--- src/rtl/tff_pkg.sv ---
// Shared constants for the T-flip-flop counter family.
package tff_pkg;

  localparam logic DIR_UP = 1'b1;
  localparam logic DIR_DOWN = 1'b0;
  localparam int unsigned TFF_MAX_WIDTH = 16;

endpackage

--- src/rtl/tff_cell.sv ---
// Single T flip-flop bit with async reset to a tied value and a
// synchronous load that takes priority over toggle.
module tff_cell
  import tff_pkg::*;
(
  input  logic CLK,
  input  logic RST,
  input  logic RSTVAL,
  input  logic T,
  input  logic LD,
  input  logic LDVAL,
  output logic Q,
  output logic nQ
);

  // nQ is its own register so it never lags Q.
  always_ff @(posedge CLK or posedge RST) begin
    if (RST) begin
      Q  <= RSTVAL;
      nQ <= ~RSTVAL;
    end else if (LD) begin
      Q  <= LDVAL;
      nQ <= ~LDVAL;
    end else if (T) begin
      Q  <= ~Q;
      nQ <= Q;
    end
  end

endmodule

--- src/rtl/tff_counter.sv ---
// WIDTH-bit modulo counter built from tff_cell bits: hold, clamped load,
// programmable modulus. Down counting is built only with TCNT_DOWN_EN.
module tff_counter
  import tff_pkg::*;
#(
  parameter int unsigned WIDTH       = 4,
  parameter int unsigned MODULUS     = 2 ** WIDTH,
  parameter int unsigned RESET_VALUE = 0
) (
  input  logic             CLK,
  input  logic             RST,
  input  logic             EN,
  input  logic             nHOLD,
  input  logic             LOAD,
  input  logic [WIDTH-1:0] D,
  input  logic             UP,
  output logic [WIDTH-1:0] Q,
  output logic [WIDTH-1:0] nQ,
  output logic             TC,
  output logic             WRAP
);

  localparam logic [WIDTH-1:0] TOP     = WIDTH'(MODULUS - 1);
  localparam logic [WIDTH-1:0] RST_VAL = WIDTH'(RESET_VALUE);

  logic             countUp;
  logic             atTerm;
  logic [WIDTH-1:0] upCarry;
  logic [WIDTH-1:0] loadVal;
  logic [WIDTH-1:0] cellT;
  logic [WIDTH-1:0] cellLd;
  logic [WIDTH-1:0] cellLdVal;

`ifdef TCNT_DOWN_EN
  logic [WIDTH-1:0] dnCarry;

  assign countUp = (UP == DIR_UP);
  assign atTerm  = countUp ? (Q == TOP) : (Q == '0);

  always_comb begin
    dnCarry    = '0;
    dnCarry[0] = 1'b1;
    for (int i = 1; i < int'(WIDTH); i++) dnCarry[i] = dnCarry[i-1] & ~Q[i-1];
  end
`else
  logic unusedUp;

  assign unusedUp = UP;
  assign countUp  = DIR_UP;
  assign atTerm   = (Q == TOP);
`endif

  // Up carry chain: bit i toggles when all lower bits are 1.
  always_comb begin
    upCarry    = '0;
    upCarry[0] = 1'b1;
    for (int i = 1; i < int'(WIDTH); i++) upCarry[i] = upCarry[i-1] & Q[i-1];
  end

  assign loadVal = (32'(D) < MODULUS) ? D : TOP;

  // TC marks exactly the edge that wraps.
  assign TC = EN & nHOLD & ~LOAD & atTerm;

  always_comb begin
    cellT     = '0;
    cellLd    = '0;
    cellLdVal = '0;
    if (LOAD) begin
      cellLd    = '1;
      cellLdVal = loadVal;
    end else if (TC) begin
      // Wrap overrides the toggle chain so short moduli stay in range.
      cellLd    = '1;
      cellLdVal = countUp ? '0 : TOP;
    end else if (nHOLD && EN) begin
`ifdef TCNT_DOWN_EN
      cellT = countUp ? upCarry : dnCarry;
`else
      cellT = upCarry;
`endif
    end
  end

  always_ff @(posedge CLK or posedge RST) begin
    if (RST) WRAP <= 1'b0;
    else     WRAP <= TC;
  end

  for (genvar i = 0; i < int'(WIDTH); i++) begin : gCell
    tff_cell uCell (
      .CLK   (CLK),
      .RST   (RST),
      .RSTVAL(RST_VAL[i]),
      .T     (cellT[i]),
      .LD    (cellLd[i]),
      .LDVAL (cellLdVal[i]),
      .Q     (Q[i]),
      .nQ    (nQ[i])
    );
  end

endmodule

--- config.mk ---
export PLATFORM = sky130hd
export DESIGN_NAME = tff_counter
export DESIGN_NICKNAME = d
export VERILOG_FILES = /design/src/rtl/tff_pkg.sv /design/src/rtl/tff_cell.sv /design/src/rtl/tff_counter.sv
export SDC_FILE = /design/constraint.sdc
export NUM_CORES = 1
export LEC_CHECK = 0
export ABC_AREA = 0
export CORE_MARGIN = 5
export CORE_UTILIZATION = 36
export DETAILED_ROUTE_END_ITERATION = 8
export PLACE_DENSITY = 0.76
export SYNTH_ARGS = -nofsm -noshare
export SYNTH_HDL_FRONTEND = slang
export SYNTH_SLANG_ARGS = --single-unit
--- constraint.sdc ---
create_clock -name CLK -period 1.25 [get_ports CLK]
set_input_delay 0.3125 -clock CLK [delete_from_list [all_inputs] [get_ports CLK]]
set_output_delay 0.3125 -clock CLK [all_outputs]
set_load 0.03 [all_outputs]
==> out/metrics.yaml, run 1 <==
synth.cell_area_um2: 499
first_pass_iters: 3
final_util_pct: 58.9
seqPwrFrac_pct: 40.7
p_leak_nw: 0.360
worstSetupStartpoint: "gCell[1].uCell.Q"
antenna_found_initial: 0
stdcell_area_um2: 767
first_iter_violations: 9
instances_no_fill: 85
rrSetupSlack_ns: -0.13
power_frac_comb_pct: 33.1
netlist_instances: 48
crit-reg2reg-capture: "gCell[2].uCell.nQ"
met1_usage_pct: 13.5
min_period_ns: 1.53
vias_per_cell: 4.87
cts.path.max_buffers: 2
n_antenna_cell: 0
synth-edff-count: 0
yosys_warnings: 0
ys_types: 25
arrival_ns: 1.21
cts_tree: "yes"
grt-ovfl-total: 0
cts.sinks: 9
synthArstFlopShare_pct: 100
hpwl_um: 820
vias: 414
grt_start_max_net_pins: 15
use_met2_pct: 17.4
maxCapViolations: 0
skew_ns: 0.00682
startpoint_type: "flop"
slew_headroom_pct: 76.4
switching_share_pct: 30.6
coreArea_um2: 1300
insertion_delay_ns: 0.26
numCtsBuffers: 3
pre_cts_slack_ns: -0.509
max_freq_mhz: 655
rsz0062_at_grt: "yes"
switchingPower_w: 0.000264
place_area_um2: 662
worst_slack_ns: -0.276
grt_use_total_pct: 11.1
area_growth_syn_to_layout_pct: 53.6
postRouteAntennaNets: 0
grt_pass1_vias: 398
period_share_pct: 122
layout-drive-gt1-share_pct: 51.4
synthTopCellsByCount: "buf_4 (8), dfrtp_1 (5), nand2_1 (5)"
synth-seq-area-share_pct: 46.1
grt_pass1_wl_um: 1710
status: "finished with violations"
die-area_um2: 2230
cts.htree.levels: 1
num_io_pins: 20
syn_area_per_cell_um2: 10.4
ff2ff_path_depth: 5
routed_wl_um: 1150
gp_congestion: 0.677
crit_path_end_kind: "output port"
synth_area_leaders: "dfrtp_1 (25%), dfstp_2 (21%), buf_4 (12%)"
power.share.clock_pct: 26.1
clk_pin_slew_worst_paths_ns: 0.07
rows: 13
grt-busiest-layer: "met2"
portBuffers: 18
yosysMostFrequentCell: "buf_4"
rr_startpoint: "gCell[1].uCell.Q"
syn_nets: 58
min_path_type: "input port to asynchronous set/reset pin"
chipHeight_um: 47.2
critPathRequiredTime_ns: 0.94
nNetsFinal: 81
placed_cells: 78
powerDensity_nw_per_um2: 1120
critPathMaxFanout: 2
worstMarginPinSlew_ns: 0.354
setup-violations-final: 7
wire_per_inst_um: 13.5
synth_top_area_cell: "dfrtp_1"
drc_errors: 0
critPathCapture: "TC"
ys_ff_latch: 9
final_max_slew_viol_count: 0
netlist.area_leader.share_pct: 25.1
internal-power_w: 0.000598
use_met3_pct: 4.21
crit_type: "flop to output port"
die_x_um: 47.2
synth_ff_type: "dfrtp_1"
violations: "negative setup slack"
root_buffer: "clkbuf_4"
peakVddDrop_mv: 0.558
fin_total_pwr_w: 0.000861
hold_viol: 0
start_util_pct: 38.4
num-fill-cells: 127
[state kept, by name (all words and copies together) (netlist names)]
| register | cells |
|---|---|
| WRAP | 1 |
| gCell.uCell.Q | 4 |
| gCell.uCell.nQ | 4 |
[metal layers]
layer,vias up,wire (um)
li1,199,-
met1,200,481
met2,13,566
met3,2,91
met4,0,12
met5,-,0
[cell usage in the layout (no fill, tap or decap), types with 2 or more instances in the layout]
master           count
dlygate4sd2_1        2
inv_1                2
dfstp_2              4
xnor2_1              2
buf_4                9
dfrtp_1              5
o21ai_0              2
clkbuf_4             3
clkdlybuf4s50_1      6
nand2_1              4
buf_6               11
a21oi_1              2
[through the flow]
step	hold slack, ns	TNS [ns]
after floorplan	0.138	-0.126
after global placement	0.546	-2.91
after detailed placement	0.560	-3.12
after CTS	0.323	-0.571
after global routing	0.331	-1.11
final	0.312	-0.761
[logic make-up after synthesis]
family	after synthesis	share of synthesized area [%]
compound gates	12	16.8
buf+inv	12	16.5
simple gates	11	12.3
flops	9	46.1
xor+xnor	3	5.26
mux	1	3.01
[repair_timing]
action                                  in CTS  in global routing
pin swaps                                    4                  4
endpoints found under the setup margin      13                 12
resized for setup                           11                  8
buffers inserted                             2                  3
hold buffers                                 0                  0
endpoints found under the hold margin        0                  0
[worst min path at each step]
stage / endpoint / slack, ns / cells past startpoint
global placement: WRAP / 0.55 / 2
floorplan: WRAP / 0.14 / 1
CTS: gCell[2].uCell.Q / 0.32 / 2
global route: WRAP / 0.33 / 2
detailed placement: WRAP / 0.56 / 2
finish: gCell[2].uCell.Q / 0.31 / 2
[final cells by class]
cell class	instances	area (um2)	area share (%)
inverter	2	7.51	0.979
sequential	9	230	30.0
multi-input combinational	27	215	28.1
timing repair buffer	28	269	35.1
clock buffer	4	26.3	3.43
tap	15	18.8	2.45
[power by group through the flow]
stage	Clock [W]	Sequential, W	Combinational, W
after floorplan	0	0.000353	0.000172
after global placement	0	0.000348	0.000245
after detailed placement	0	0.000351	0.000248
after CTS	0.000233	0.000350	0.000262
after global routing	0.000260	0.000354	0.000301
final	0.000225	0.000351	0.000286
[critical path, cell delays in order, from the launching register on]
cell,delay [ns]
dfrtp_1,0.37
and4_4,0.24
nand2_4,0.05
nor3_4,0.13
buf_6,0.16
Note: power is estimated with default switching activity, not from simulation.
==> run 2, diff against run 1 <==
--- a/config.mk
+++ b/config.mk
@@ -6,7 +6,7 @@
 export NUM_CORES = 1
 export LEC_CHECK = 0
 export ABC_AREA = 0
-export CORE_MARGIN = 5
+export CORE_MARGIN = 8
 export CORE_UTILIZATION = 36
 export DETAILED_ROUTE_END_ITERATION = 8
 export PLACE_DENSITY = 0.76
==> run 2 against run 1 <==
  * The flow still finishes with violations (negative setup slack)
  * Final area down 1.3%
  * Setup slack worse by 0.035 ns
  * First-iteration DRC count down 11%
  * Die area up 27%
  * Core utilization down 0.77 points
  * Wire length up 3.5%
  * Combinational power down 2%
  * Clock power down 2%
  * Register-to-register slack better by 0.05 ns
  * Sequential cell count unchanged
==> out/metrics.yaml, run 2 (synthesis results as in run 1) <==
start_util_pct: 38.4  # unchanged
hpwl_um: 809  # -1.4%
power.share.clock_pct: 25.8  # -0.3 points
grt_pass1_vias: 407  # +2.3%
vias: 408  # -1.4%
rsz0062_at_grt: "yes"
skew_ns: 0.00447  # -0.00235 ns
num_io_pins: 20  # unchanged
grt_pass1_wl_um: 1770  # +3.6%
final_cell_mix: "buf_4 (11), buf_6 (9), clkdlybuf4s50_1 (6), dfrtp_1 (5)"
chipHeight_um: 53.2  # +13%
root_buffer: "clkbuf_4"
worstMarginPinSlew_ns: 0.334  # -0.0198 ns
path_cells: "and4_4 > nand2_4 > nor3_4 > buf_6"
critPathRequiredTime_ns: 0.94  # about the same
startpoint_type: "flop"
n_antenna_cell: 0  # unchanged
grt-busiest-layer: "met2"
insertion_delay_ns: 0.26  # about the same
layout-drive-gt1-share_pct: 50.0  # -1.4 points
cts.htree.levels: 1  # unchanged
routed_wl_um: 1190  # +3.5%
cp_slowest_cell: "dfrtp_1"
maxCapViolations: 0  # unchanged
die_x_um: 53.2  # +13%
crit_family: "simple AND/OR/NAND/NOR gates"
portBuffers: 18  # unchanged
max_freq_mhz: 641  # -2.2%
setup-violations-final: 6  # -1
status: "finished with violations"
postRouteAntennaNets: 0  # unchanged
rows: 13  # unchanged
met1_usage_pct: 8.58  # -4.9 points
reg.largest.list: "gCell.uCell.Q (4), gCell.uCell.nQ (4), WRAP (1)"
grt_start_max_net_pins: 15  # unchanged
layout_commonest_cell: "buf_4"
cts.sinks: 9  # unchanged
violations: "negative setup slack"
seqPwrFrac_pct: 41.3  # +0.6 points
area_growth_syn_to_layout_pct: 51.6
use_met3_pct: 6.44  # +2.2 points
arrival_ns: 1.25  # +0.04 ns
p_leak_nw: 0.361  # +0.26%
min_path_type: "input port to asynchronous set/reset pin"
final_max_slew_viol_count: 0  # unchanged
num-fill-cells: 129  # +1.6%
period_share_pct: 125  # +2.8 points
final_util_pct: 58.2  # -0.77 points
vias_per_cell: 4.80  # -1.4%
antenna_found_initial: 0  # unchanged
internal-power_w: 0.000596  # -0.33%
cp_slowest_stage_delay_ns: 0.37  # about the same
hold_ws_ns: 0.303  # -0.00840 ns
min_period_ns: 1.56  # +0.0346 ns
grt-ovfl-total: 0  # unchanged
hold_viol: 0  # unchanged
cts_tree: "yes"
powerDensity_nw_per_um2: 1130  # +0.34%
worst_slack_ns: -0.311  # -0.0346 ns
cts.path.max_buffers: 2  # unchanged
clk_pin_slew_worst_paths_ns: 0.06  # about the same
switchingPower_w: 0.000257  # -2.4%
coreArea_um2: 1300  # unchanged
peakVddDrop_mv: 0.621  # +11%
first_pass_iters: 4  # +1
crit_type: "flop to output port"
switching_share_pct: 30.2  # -0.45 points
nNetsFinal: 81  # unchanged
first_iter_violations: 8  # -1
wire_per_inst_um: 14.0  # +3.5%
slew_headroom_pct: 77.7  # +1.3 points
use_met2_pct: 13.7  # -3.7 points
die-area_um2: 2830  # +27%
gp_congestion: 0.761  # +12%
critPathMaxFanout: 2  # unchanged
numCtsBuffers: 3  # unchanged
path_buf_inv: 1  # unchanged
drc_errors: 0  # unchanged
crit_path_end_kind: "output port"
power_frac_comb_pct: 33.0  # about the same
grt_use_total_pct: 8.74  # -2.4 points
-- run 2: final cells by class --
class / instances / area, um2 / area share [%]
inverters: 2 / 7.51 / 0.992
clock buffers: 4 / 26.3 / 3.47
repair buffers: 28 / 262 / 34.5
flip-flops and latches: 9 / 230 / 30.4
well taps: 15 / 18.8 / 2.48
multi-input cells: 27 / 213 / 28.1
-- run 2: worst paths after layout --
check                             startpoint  slack, ns  cells past startpoint                 to
min in group CLK                        D[0]       0.60                      2  gCell[0].uCell.nQ
max in group asynchronous                RST       0.65                      2  gCell[3].uCell.nQ
min reg2reg                gCell[3].uCell.nQ       0.63                      2  gCell[3].uCell.nQ
max reg2reg                 gCell[0].uCell.Q      -0.08                      4  gCell[2].uCell.nQ
max                         gCell[0].uCell.Q      -0.31                      4                 TC
min                                      RST       0.30                      2   gCell[2].uCell.Q
-- run 2: stage by stage --
step | total power [W] | area (um2) | instances | TNS [ns] | worst slack, ns
after global placement | 0.000595 | 669 | 79 | -2.90 | -0.484
final | 0.000853 | 757 | 85 | -0.657 | -0.311
after detailed placement | 0.000601 | 669 | 79 | -3.08 | -0.495
after CTS | 0.000847 | 727 | 83 | -0.512 | -0.332
after floorplan | 0.000525 | 510 | 48 | -0.126 | -0.126
after global routing | 0.000898 | 757 | 85 | -0.922 | -0.372
-- run 2: worst register-to-register path, cell delays in order (launching register included) --
cell and delay (ns):
dfrtp_1 0.37, and4_4 0.26, buf_4 0.15, mux2_4 0.30, o21a_1 0.17
-- run 2: metal layers --
layer  part of all wire (%)  wire length (um)  vias up
li1                       -                 -      206
met1                     37               444      185
met2                     51               613       15
met3                     10               123        2
met4                   0.84                10        0
met5                      0                 0        -
-- run 2: power groups by stage --
stage          Clock [W]  Combinational [W]  Sequential, W
5_1_grt         0.000244           0.000300       0.000355
6_report        0.000220           0.000281       0.000352
4_1_cts         0.000231           0.000265       0.000350
3_3_place_gp           0           0.000248       0.000348
3_5_place_dp           0           0.000250       0.000351
2_1_floorplan          0           0.000172       0.000353
-- run 2: timing repair --
item,CTS,global route
endpoints found under the setup margin,13,12
pin swaps,3,2
setup buffers,1,3
hold buffers,0,0
resized for setup,12,4
==> run 3, diff against run 2 <==
--- a/config.mk
+++ b/config.mk
@@ -5,11 +5,11 @@
 export SDC_FILE = /design/constraint.sdc
 export NUM_CORES = 1
 export LEC_CHECK = 0
-export ABC_AREA = 0
+export ABC_AREA = 1
 export CORE_MARGIN = 8
 export CORE_UTILIZATION = 36
 export DETAILED_ROUTE_END_ITERATION = 8
-export PLACE_DENSITY = 0.76
+export PLACE_DENSITY = 0.79
 export SYNTH_ARGS = -nofsm -noshare
 export SYNTH_HDL_FRONTEND = slang
 export SYNTH_SLANG_ARGS = --single-unit
==> run 3 against run 2 <==
  * The run still ends with negative setup slack left
  * First-iteration DRC count increased by 88%
  * Core utilization rose by 0.33 points
  * Count of clock-buffer cells in the layout fell by 1
  * Clock skew decreased by 0.00074 ns
  * Via count grew 15%
==> out/metrics.yaml, run 3 <==
synth-edff-count: 0  # unchanged
synth.cell_area_um2: 508  # +1.8%
gp_congestion: 0.744  # -2.2%
vias_per_cell: 4.43  # -7.6%
final_util_pct: 58.5  # +0.33 points
synth-seq-area-share_pct: 45.3  # -0.80 points
min_period_ns: 1.36  # -0.205 ns
min_path_type: "input port to asynchronous set/reset pin"
synthTopCellsByCount: "nand2_1 (22), buf_4 (8), nor2_1 (6)"
antenna_found_initial: 0  # unchanged
arrival_ns: 1.04  # -0.21 ns
num_io_pins: 20  # unchanged
worstMarginPinSlew_ns: 0.346  # +0.0115 ns
cts.path.max_buffers: 2  # unchanged
numCtsBuffers: 3  # unchanged
n_antenna_cell: 0  # unchanged
startpoint_type: "flop"
ys_types: 17  # -32%
peakVddDrop_mv: 0.583  # -6.1%
hold_viol: 0  # unchanged
synth_top_family_by_area: "simple AND/OR/NAND/NOR gates"
powerDensity_nw_per_um2: 1260  # +12%
ff2ff_path_depth: 7  # +3
setup-violations-final: 1  # -5
hold_ws_ns: 0.309  # +0.00532 ns
synth_area_leaders: "dfrtp_1 (25%), dfstp_2 (21%), nand2_1 (16%)"
routed_wl_um: 1240  # +3.9%
portBuffers: 18  # unchanged
first_iter_violations: 15  # +7
slew_headroom_pct: 76.9  # -0.77 points
status: "finished with violations"
syn_nets: 75  # +29%
insertion_delay_ns: 0.26  # about the same
max_freq_mhz: 738  # +15%
synth_top_area_cell: "dfrtp_1"
netlist.area_leader.share_pct: 24.6  # -0.43 points
syn_area_per_cell_um2: 7.82  # -25%
die-area_um2: 2870  # +1.2%
rr_startpoint: "gCell[0].uCell.Q"
final_max_slew_viol_count: 0  # unchanged
yosys.area_share.simple_pct: 27.1  # +15 points
rows: 13  # unchanged
maxCapViolations: 0  # unchanged
grt-ovfl-total: 0  # unchanged
first_pass_iters: 4  # unchanged
pre_cts_slack_ns: -0.348  # +0.147 ns
coreArea_um2: 1320  # +1.2%
regArea_um2: 230  # unchanged
skew_ns: 0.00374  # -0.000736 ns
placed_cells: 98  # +24%
die_x_um: 53.6  # +0.61%
vias: 470  # +15%
instances_no_fill: 106  # +25%
multi_input_area_um2: 189  # -11%
wire_per_inst_um: 11.7  # -17%
grt_pass1_wl_um: 2000  # +13%
synth_xor_xnor_area_share_pct: 0  # -5.3 points
yosys_warnings: 0  # unchanged
cts_tree: "yes"
num-fill-cells: 120  # -7.0%
grt_pass1_vias: 456  # +12%
postRouteAntennaNets: 0  # unchanged
grt_start_max_net_pins: 14  # -1
final_cell_mix: "nand2_1 (22), buf_4 (14), buf_6 (9), nor2_1 (6)"
grt_use_total_pct: 9.21  # +0.47 points
crit-reg2reg-capture: "gCell[3].uCell.nQ"
layout-drive-gt1-share_pct: 40.7  # -9.3 points
synth_ff_type: "dfrtp_1"
period_share_pct: 108  # -16 points
critPathMaxFanout: 2  # unchanged
cts.htree.levels: 1  # unchanged
crit_path_end_kind: "output port"
root_buffer: "clkbuf_4"
hpwl_um: 887  # +9.7%
muxShareOfSynthArea_pct: 0  # -3.0 points
rrSetupSlack_ns: 0.20  # +0.28 ns
start_util_pct: 38.6  # +0.19 points
nNetsFinal: 102  # +26%
yosysMostFrequentCell: "nand2_1"
p_leak_nw: 0.406  # +13%
clk_pin_slew_worst_paths_ns: 0.07  # about the same
worst_slack_ns: -0.106  # +0.205 ns
rsz0062_at_grt: "yes"
synthArstFlopShare_pct: 100  # unchanged
reg.largest.list: "gCell.uCell.Q (4), gCell.uCell.nQ (4), WRAP (1)"
crit_type: "flop to output port"
violations: "negative setup slack"
ys_ff_latch: 9  # unchanged
yosys.area_share.adder_pct: 0  # unchanged
drc_errors: 0  # unchanged
critPathRequiredTime_ns: 0.94  # about the same
area_growth_syn_to_layout_pct: 51.7  # about the same
synth_compound_area_share_pct: 9.11  # -7.7 points
chipHeight_um: 53.6  # +0.61%
layout_commonest_cell: "nand2_1"
cts.sinks: 9  # unchanged
netlist_instances: 65  # +35%
-- run 3: through the flow --
stage | instance area [um2] | power [W] | setup TNS, ns
final | 771 | 0.000971 | -0.106
after global routing | 771 | 0.00104 | -0.396
after CTS | 773 | 0.000976 | -0.118
after detailed placement | 678 | 0.000700 | -2.37
after global placement | 678 | 0.000694 | -1.96
after floorplan | 508 | 0.000609 | 0
-- run 3: logic make-up after synthesis --
family,count (synthesis)
buffers and inverters,15
flip-flops,9
AO/OA/AOI/OAI,8
AND/OR/NAND/NOR,33
-- run 3: worst max-delay path, stage by stage, from the launching register on --
cell and delay (ns):
dfrtp_1 0.36, nand2_1 0.05, nor2_1 0.09, nand2_1 0.09, inv_2 0.07, buf_6 0.12
-- run 3: how the worst max path moves through the flow --
stage               cells past startpoint  slack (ns)        startpoint  to
CTS                                     5       -0.11  gCell[0].uCell.Q  TC
global placement                        6       -0.30             nHOLD  TC
global route                            5       -0.21  gCell[3].uCell.Q  TC
finish                                  5       -0.11  gCell[3].uCell.Q  TC
floorplan                               4        0.14  gCell[1].uCell.Q  TC
detailed placement                      6       -0.35             nHOLD  TC
-- run 3: power breakdown --
| group | total (W) | switching, W | internal [W] | leakage, nW |
|---|---|---|---|---|
| sequential | 0.000370 | 0.0000242 | 0.000346 | 0.104 |
| combinational | 0.000374 | 0.000198 | 0.000175 | 0.284 |
| clock | 0.000227 | 0.000109 | 0.000118 | 0.0177 |
| total | 0.000971 | 0.000332 | 0.000639 | 0.406 |
-- run 3: metal layers --
| layer | wire length [um] | vias to the layer above | part of all wire [%] | track usage [%] |
|---|---|---|---|---|
| met2 | 554 | 20 | 45 | 14.8 |
| li1 | - | 243 | - | - |
| met1 | 523 | 205 | 42 | 10.4 |
| met5 | 0 | - | 0 | 0 |
| met3 | 142 | 2 | 11 | 4.13 |
| met4 | 18 | 0 | 1.5 | 3.78 |
-- run 3: layout make-up --
cell class                 instances  area share, %
tap                               15           2.44
clock inverter                     1          0.649
sequential                         9           29.9
timing repair buffer              31           36.7
multi-input combinational         41           24.5
inverter                           6           2.92
clock buffer                       3           2.92
-- run 3: timing repair --
action,4_1_cts,5_1_grt
pin swaps,5,4
hold buffers,0,0
gates resized for setup,13,1
endpoints found under the setup margin,10,10
setup buffers,5,2
